`src/rtl/store_buffer.sv`:
```
// store_buffer
// Posted-write FIFO between the core's store path and the data-memory port.
// Each cycle the core may present one store (memwrite/address/data). Accepted
// stores are queued in a DEPTH-entry ring buffer and drained in issue order to
// memory. When the buffer is full, stall is raised so the core holds the store.
//
// Optional feature: define STORE_BUF_FWD_EN to add store-to-load forwarding
// (ld_addr in, fwd_hit/fwd_data out). When undefined, those ports and the
// compare logic are absent.
//
// Ports:
//   clk            system clock, rising edge
//   rst            asynchronous, active-high reset
//   memwrite       core store request this cycle
//   address        store byte address
//   data           store data
//   stall          buffer full; core must hold the store and pc
//   mem_req_valid  head entry presented to memory
//   mem_req_addr   head entry address
//   mem_req_data   head entry data
//   mem_req_ready  memory accepts the head entry this cycle
//   empty          no entries buffered
//   count          number of occupied entries
//   misalign       sticky: a store with address[2:0] != 0 was accepted
//   ld_addr        (fwd only) load address being looked up
//   fwd_hit        (fwd only) a buffered store matches the load doubleword
//   fwd_data       (fwd only) data of the youngest matching store, else 0
//
// Handshake: a transfer happens on a rising edge where valid and ready are both
// high. Once mem_req_valid is high, valid/addr/data hold until that transfer;
// a presented request is never retracted. All outputs decode flopped state only.

module store_buffer #(
  parameter int DEPTH  = 4,
  parameter int ADDR_W = 64,
  parameter int DATA_W = 64
) (
  input  logic                     clk,
  input  logic                     rst,
  input  logic                     memwrite,
  input  logic [ADDR_W-1:0]        address,
  input  logic [DATA_W-1:0]        data,
  output logic                     stall,
  output logic                     mem_req_valid,
  output logic [ADDR_W-1:0]        mem_req_addr,
  output logic [DATA_W-1:0]        mem_req_data,
  input  logic                     mem_req_ready,
  output logic                     empty,
  output logic [$clog2(DEPTH):0]   count,
  output logic                     misalign
`ifdef STORE_BUF_FWD_EN
  ,
  input  logic [ADDR_W-1:0]        ld_addr,
  output logic                     fwd_hit,
  output logic [DATA_W-1:0]        fwd_data
`endif
);

  localparam int PTR_W = $clog2(DEPTH);
  localparam int CNT_W = PTR_W + 1;

  logic [ADDR_W-1:0] addr_mem [DEPTH];
  logic [DATA_W-1:0] data_mem [DEPTH];
  logic [PTR_W-1:0]  head;
  logic [PTR_W-1:0]  tail;
  logic              enq;
  logic              deq;

  // Status decoded from the occupancy counter only.
  assign stall         = (count == CNT_W'(DEPTH));
  assign empty         = (count == '0);
  assign mem_req_valid = !empty;
  assign mem_req_addr  = addr_mem[head];
  assign mem_req_data  = data_mem[head];

  // stall gates enq, so a full buffer never accepts even when it drains the
  // same cycle; an empty buffer has valid low, so no same-cycle forwarding.
  assign enq = memwrite && !stall;
  assign deq = mem_req_valid && mem_req_ready;

  always_ff @(posedge clk or posedge rst) begin
    if (rst) begin
      head     <= '0;
      tail     <= '0;
      count    <= '0;
      misalign <= 1'b0;
    end else begin
      if (enq) tail <= tail + PTR_W'(1);
      if (deq) head <= head + PTR_W'(1);
      case ({enq, deq})
        2'b10:   count <= count + CNT_W'(1);
        2'b01:   count <= count - CNT_W'(1);
        default: count <= count;
      endcase
      if (enq && (address[2:0] != 3'b000)) misalign <= 1'b1;
    end
  end

  // Entry storage needs no reset: contents are only observed while occupied.
  always_ff @(posedge clk) begin
    if (enq) begin
      addr_mem[tail] <= address;
      data_mem[tail] <= data;
    end
  end

`ifdef STORE_BUF_FWD_EN
  // Walk from oldest (head) to youngest; a later match overwrites an earlier
  // one so the youngest matching store wins. Only occupied slots compare.
  logic [PTR_W-1:0] idx;
  logic             ld_lo_unused;

  assign ld_lo_unused = ^ld_addr[2:0];

  always_comb begin
    fwd_hit  = 1'b0;
    fwd_data = '0;
    idx      = '0;
    for (int i = 0; i < DEPTH; i++) begin
      idx = head + PTR_W'(i);
      if ((CNT_W'(i) < count) &&
          (addr_mem[idx][ADDR_W-1:3] == ld_addr[ADDR_W-1:3])) begin
        fwd_hit  = 1'b1;
        fwd_data = data_mem[idx];
      end
    end
  end
`endif

endmodule
```
`config.mk`:
```
export PLATFORM = sky130hd
export DESIGN_NAME = store_buffer
export DESIGN_NICKNAME = d
export VERILOG_FILES = /design/src/rtl/store_buffer.sv
export SDC_FILE = /design/constraint.sdc
export NUM_CORES = 1
export LEC_CHECK = 0
export ABC_AREA = 0
export BUFFER_PORTS_ARGS = -buffer_cell sky130_fd_sc_hd__buf_2
export CAP_MARGIN = 30
export CORE_MARGIN = 4
export CORE_UTILIZATION = 51
export DETAILED_ROUTE_END_ITERATION = 7
export GPL_TIMING_DRIVEN = 0
export PLACE_DENSITY = 0.72
export SETUP_SLACK_MARGIN = 0.15
export SYNTH_ARGS = -nofsm -noshare
export SYNTH_HDL_FRONTEND = slang
export SYNTH_SLANG_ARGS = --single-unit
```
`constraint.sdc`:
```
create_clock -name clk -period 5.1 [get_ports clk]
set_input_delay 1.02 -clock clk [delete_from_list [all_inputs] [get_ports clk]]
set_output_delay 1.02 -clock clk [all_outputs]
set_load 0.02 [all_outputs]
```
* Word level (Yosys, flattened, before mapping) *
Memory sizes are Yosys's and may differ from the RTL's.
Cells that the tools add are included.
Widths: inputs -> output; s select.

cells by class
  reductions and logical operators = 8
  multiplexer cells = 3
  add/sub/neg operators = 4
  eq/ne operators = 3

operators by type and width
  cell                 number
  $pmux 3 s2           1
  $add 2x1->2 const B  2
  $add 3x1->3 const B  1
  $eq 3x3->1 const B   1
  $logic_and 1x1->1    3
  $logic_not 3->1      1
  $reduce_bool 3->1    1
  $sub 3x1->3 const B  1
  $eq 2x1->1 const B   1
  $eq 2x2->1 const B   1
  $logic_not 1->1      2
  $mux 1               2
  $reduce_bool 2->1    1

word-level totals
  memories = 2
  word-level logic and storage cells = 24
  output and inout bits = 135
  input bits = 132
  bits in registers = 8
  RAM bits = 512

memory list
  name      words  bits a word  read ports  clocked after Yosys merged registers in  wr ports  line  source
  addr_mem  4      64           1           0                                        1         62    logic [ADDR_W-1:0] addr_mem [DEPTH];
  data_mem  4      64           1           0                                        1         63    logic [DATA_W-1:0] data_mem [DEPTH];

* Logic depth before layout (Yosys ltp) *
  depth after elaboration = 5
  mapped depth = 9

* Worst setup path after synthesis *
No wires, ideal clock.

  kind = input -> register
  from = in memwrite
  to = mem addr_mem[2][0] (enable)
  library setup time = 502 ps
  required time = 4598 ps
  path slack = 267 ps
  path buffers = 0
  cell stages on the path = 2
  arrival time = 4331 ps
  cell sequence = nor2b_1 and2_1

on the way
  word-level cells in the longest chain between the ends = 3

ends and longest elaborated chain
  what                          line  source
  start, declared               40    input logic memwrite,
  $logic_and 1x1->1             78    assign enq = memwrite && !stall;
  $mux 1                        101   if (enq) begin
  $mux 1 (implied by the code)  102   addr_mem[tail] <= address;
  end, declared                 62

Every way passes these cells.

* Worst setup path after layout *
  from = reg head[1]
  to = out mem_req_data[14]

on the way
  word-level cells in the longest chain between the ends = 1

ends and longest elaborated chain
  what                    line  source
  start, declared         64    logic [PTR_W-1:0] head;
  start signal, assigned  89    if (deq) head <= head + PTR_W'(1);
  $mem_v2 4x64            n/a
  end, declared           46    output logic [DATA_W-1:0] mem_req_data,

Every way passes these cells.

==> results_dict.tcl <==
set metrics [dict create \
    hold-worst-slack_ns 0.384 \
    ys_seq_area_frac 0.823 \
    max-vdd-ir-drop_uv 398 \
    die_x_um 201 \
    p_switching_uw 4460 \
    htreeDepth 2 \
    cts_sinks 520 \
    p_seq_frac 0.407 \
    p_leak_uw 0.00787 \
    setup_slack_ns 1.48 \
    clock_insertion_delay_worst_skew_ns 0.59 \
    coreArea_sq_mm 0.0366 \
    num_io_pins 267 \
    crit_type "reg -> out" \
    synth_cells 712 \
    die_area_sq_mm 0.0403 \
    relSlewSlack 0.429 \
    grt_pass1_wl_um 56400 \
    root_buffer "clkbuf_16" \
    initial_core_util 0.517 \
    grt_setup_unrepaired "no" \
    synth-seq-cells 520 \
    post-route-util 0.624 \
    post_cts_resized 0 \
    cts_buffer_depth 3 \
    start_kind "flip-flop" \
    rows 70 \
    path_max_fanout 10 \
    ctsHoldBuffers 0 \
    tightest_slew_ns 0.856 \
    period_share 0.711 \
    yosys.area.top_type "edfxtp_1" \
    gp_congestion 0.695 \
    die_y_um 201 \
    p_per_area_mw_per_mm2 625 \
    multi_input_area_sq_mm 0.00312 \
    p_sw_frac 0.313 \
    cts_setup_buffers 0 \
    p_total_uw 14300 \
    drive_gt1_frac 0.477 \
    pre_cts_ws_ns 1.99 \
    netlist_area_sq_mm 0.0189 \
    firstDrtPassIters 4 \
    clkTransAtPathRegs_ns 0.06 \
    worstHoldPathType "in -> async" \
    pwr-share-comb 0.323 \
    dpl.hpwl_um 22700 \
    io_buffer_count 266 \
    grt_remaining_overflow 0 \
    drv_slew 0 \
    finalCriticalPeriod_ns 3.62 \
    clkPwrFrac 0.270 \
    ant_nets 0 \
    cts_tree "yes" \
    intPower_uw 9810 \
    status "complete, no violations" \
    seq_area_sq_mm 0.0156 \
    arrival_ns 2.60 \
    viasPerCell 5.49 \
    finalClockSkew_ns 0.0204 \
    setup_viol 0 \
    syn2layout_area_growth_pct 20.6 \
    track_usage 0.182 \
    nFillCells 2475 \
    cp-end-kind "output port" \
    critical_path_required_ns 4.08 \
    netlist_top_cells_area "edfxtp_1, mux4_2, dfrtp_1" \
    fmax_ghz 0.276 \
    routed_wl_um 36100 \
    ys_types 23 \
    yosys.area.top_type_share 0.812 \
    route.detailed.drc 0 \
    antenna_found_initial 2 \
    synth_nets 850 \
    wl_per_cell_um 23.3 \
    maxCapViolations 0 \
    grt_max_degree 57 \
    first_global_vias 9232 \
    cts_made_buffers 51 \
    drt_iter0_drc 496 \
    route.vias.total 8506 \
    yosysWarningCount 0 \
    fin_nets 1177 \
    syn_avg_cell_area_sq_um 26.6 \
    hold_viol 0 \
]
## per-stage QoR
stage	instances	setup TNS (ns)	instance area (sq um)
detailed placement	1454	0	21100
CTS	1549	0	22800
global route	1549	0	22800
finish	1550	0	22800
floorplan	712	0	18900
global placement	1446	-1131.29	20900
## sequential cells by signal, indices dropped and copies added, names as in the netlist
register	cells
head	2
count	3
misalign	1
tail	2
addr_mem	256
data_mem	256
## cell usage after synthesis
cell type    n
xnor2_1      4
buf_2       15
nor3_1       1
o31a_1       1
nand3_1      1
inv_1        9
buf_4        1
o21bai_1     1
nor3b_1      1
fa_1         1
clkbuf_1     2
mux4_2     128
nor2_1       1
nand2_1      1
and2_1       4
buf_6       11
nor2b_1      1
dfrtp_1      8
xor2_1       2
ha_1         5
mux2_2       1
edfxtp_1   512
mux2i_1      1
## cell type report
cell class,count,share of cell area
Inverter,9,0.00148
Buffer,29,0.00937
Timing Repair Buffer,274,0.0679
Multi-Input combinational cell,154,0.137
Tap cell,468,0.0256
Sequential cell,520,0.682
Antenna cell,1,0.000110
Clock buffer,58,0.0580
Clock inverter,37,0.0188
## final timing paths
| kind | from | to | slack [ns] | cells after the start |
|---|---|---|---|---|
| setup / recovery | head[1]$_DFFE_PP0P_ | mem_req_data[14] | 1.48 | 4 |
| min in group clk | misalign$_DFFE_PP0P_ | misalign$_DFFE_PP0P_ | 0.48 | 1 |
| setup reg to reg | count[2]$_DFFE_PP0P_ | data_mem[1][5]$_DFFE_PP_ | 2.68 | 4 |
| max in group asynchronous | rst | head[1]$_DFFE_PP0P_ | 4.47 | 2 |
| hold reg to reg | misalign$_DFFE_PP0P_ | misalign$_DFFE_PP0P_ | 0.48 | 1 |
| hold / removal | rst | misalign$_DFFE_PP0P_ | 0.38 | 2 |
## metal layers
metal	vias to the layer above	wire (um)	GRT usage
met4	4	629	0.0433
met3	49	2680	0.0556
met2	275	18200	0.297
met5	-	25	0
met1	4433	14600	0.247
li1	3745	-	-
## logic make-up after synthesis
kind of cell | Yosys count | share of synthesized area
simple gates | 10 | 0.00297
xor+xnor | 6 | 0.00278
buf+inv | 38 | 0.0131
flops | 520 | 0.823
fa+ha+maj | 6 | 0.00436
compound gates | 2 | 0.000859
mux | 130 | 0.153
## critical path, cell delays in order (launching register included)
cell and delay [ns]:
dfrtp_1 0.36, clkbuf_1 0.65, buf_2 0.44, mux4_2 0.38
buf_2 0.18
## placed cells by master (no fill, tap or decap)
| cell type | netlist | layout |
|---|---|---|
| edfxtp_1 | 512 | 512 |
| buf_2 | 15 | 281 |
| mux4_2 | 128 | 128 |
| clkbuf_16 | 0 | 52 |
| clkinv_2 | 0 | 14 |
| buf_6 | 11 | 11 |
| inv_1 | 9 | 9 |
| bufinv_16 | 0 | 9 |
| clkbuf_1 | 2 | 8 |
| dfrtp_1 | 8 | 8 |
| buf_16 | 0 | 8 |
| clkinv_1 | 0 | 7 |
| ha_1 | 5 | 5 |
| clkinvlp_4 | 0 | 5 |
| xnor2_1 | 4 | 4 |
| and2_4 | 0 | 4 |
| xor2_1 | 2 | 2 |
| diode_2 | 0 | 1 |
| nor2_1 | 1 | 1 |
| mux2i_1 | 1 | 1 |
| nor3b_1 | 1 | 1 |
| nor2b_1 | 1 | 1 |
| o31a_1 | 1 | 1 |
| buf_4 | 1 | 1 |
| nand3_1 | 1 | 1 |
| mux2_2 | 1 | 1 |
| nand2_1 | 1 | 1 |
| nor3_1 | 1 | 1 |
| o21bai_1 | 1 | 1 |
| fa_1 | 1 | 1 |
| inv_6 | 0 | 1 |
| clkinv_8 | 0 | 1 |
## power groups by stage
stage | sequential (uW) | combinational [uW] | clock [uW]
floorplan | 5970 | 3090 | 0
global placement | 6080 | 4550 | 0
finish | 5810 | 4610 | 3850
CTS | 5820 | 4730 | 3950
global route | 5880 | 4940 | 4140
detailed placement | 5900 | 4710 | 0
No activity file was read; power rests on OpenSTA's default activity.
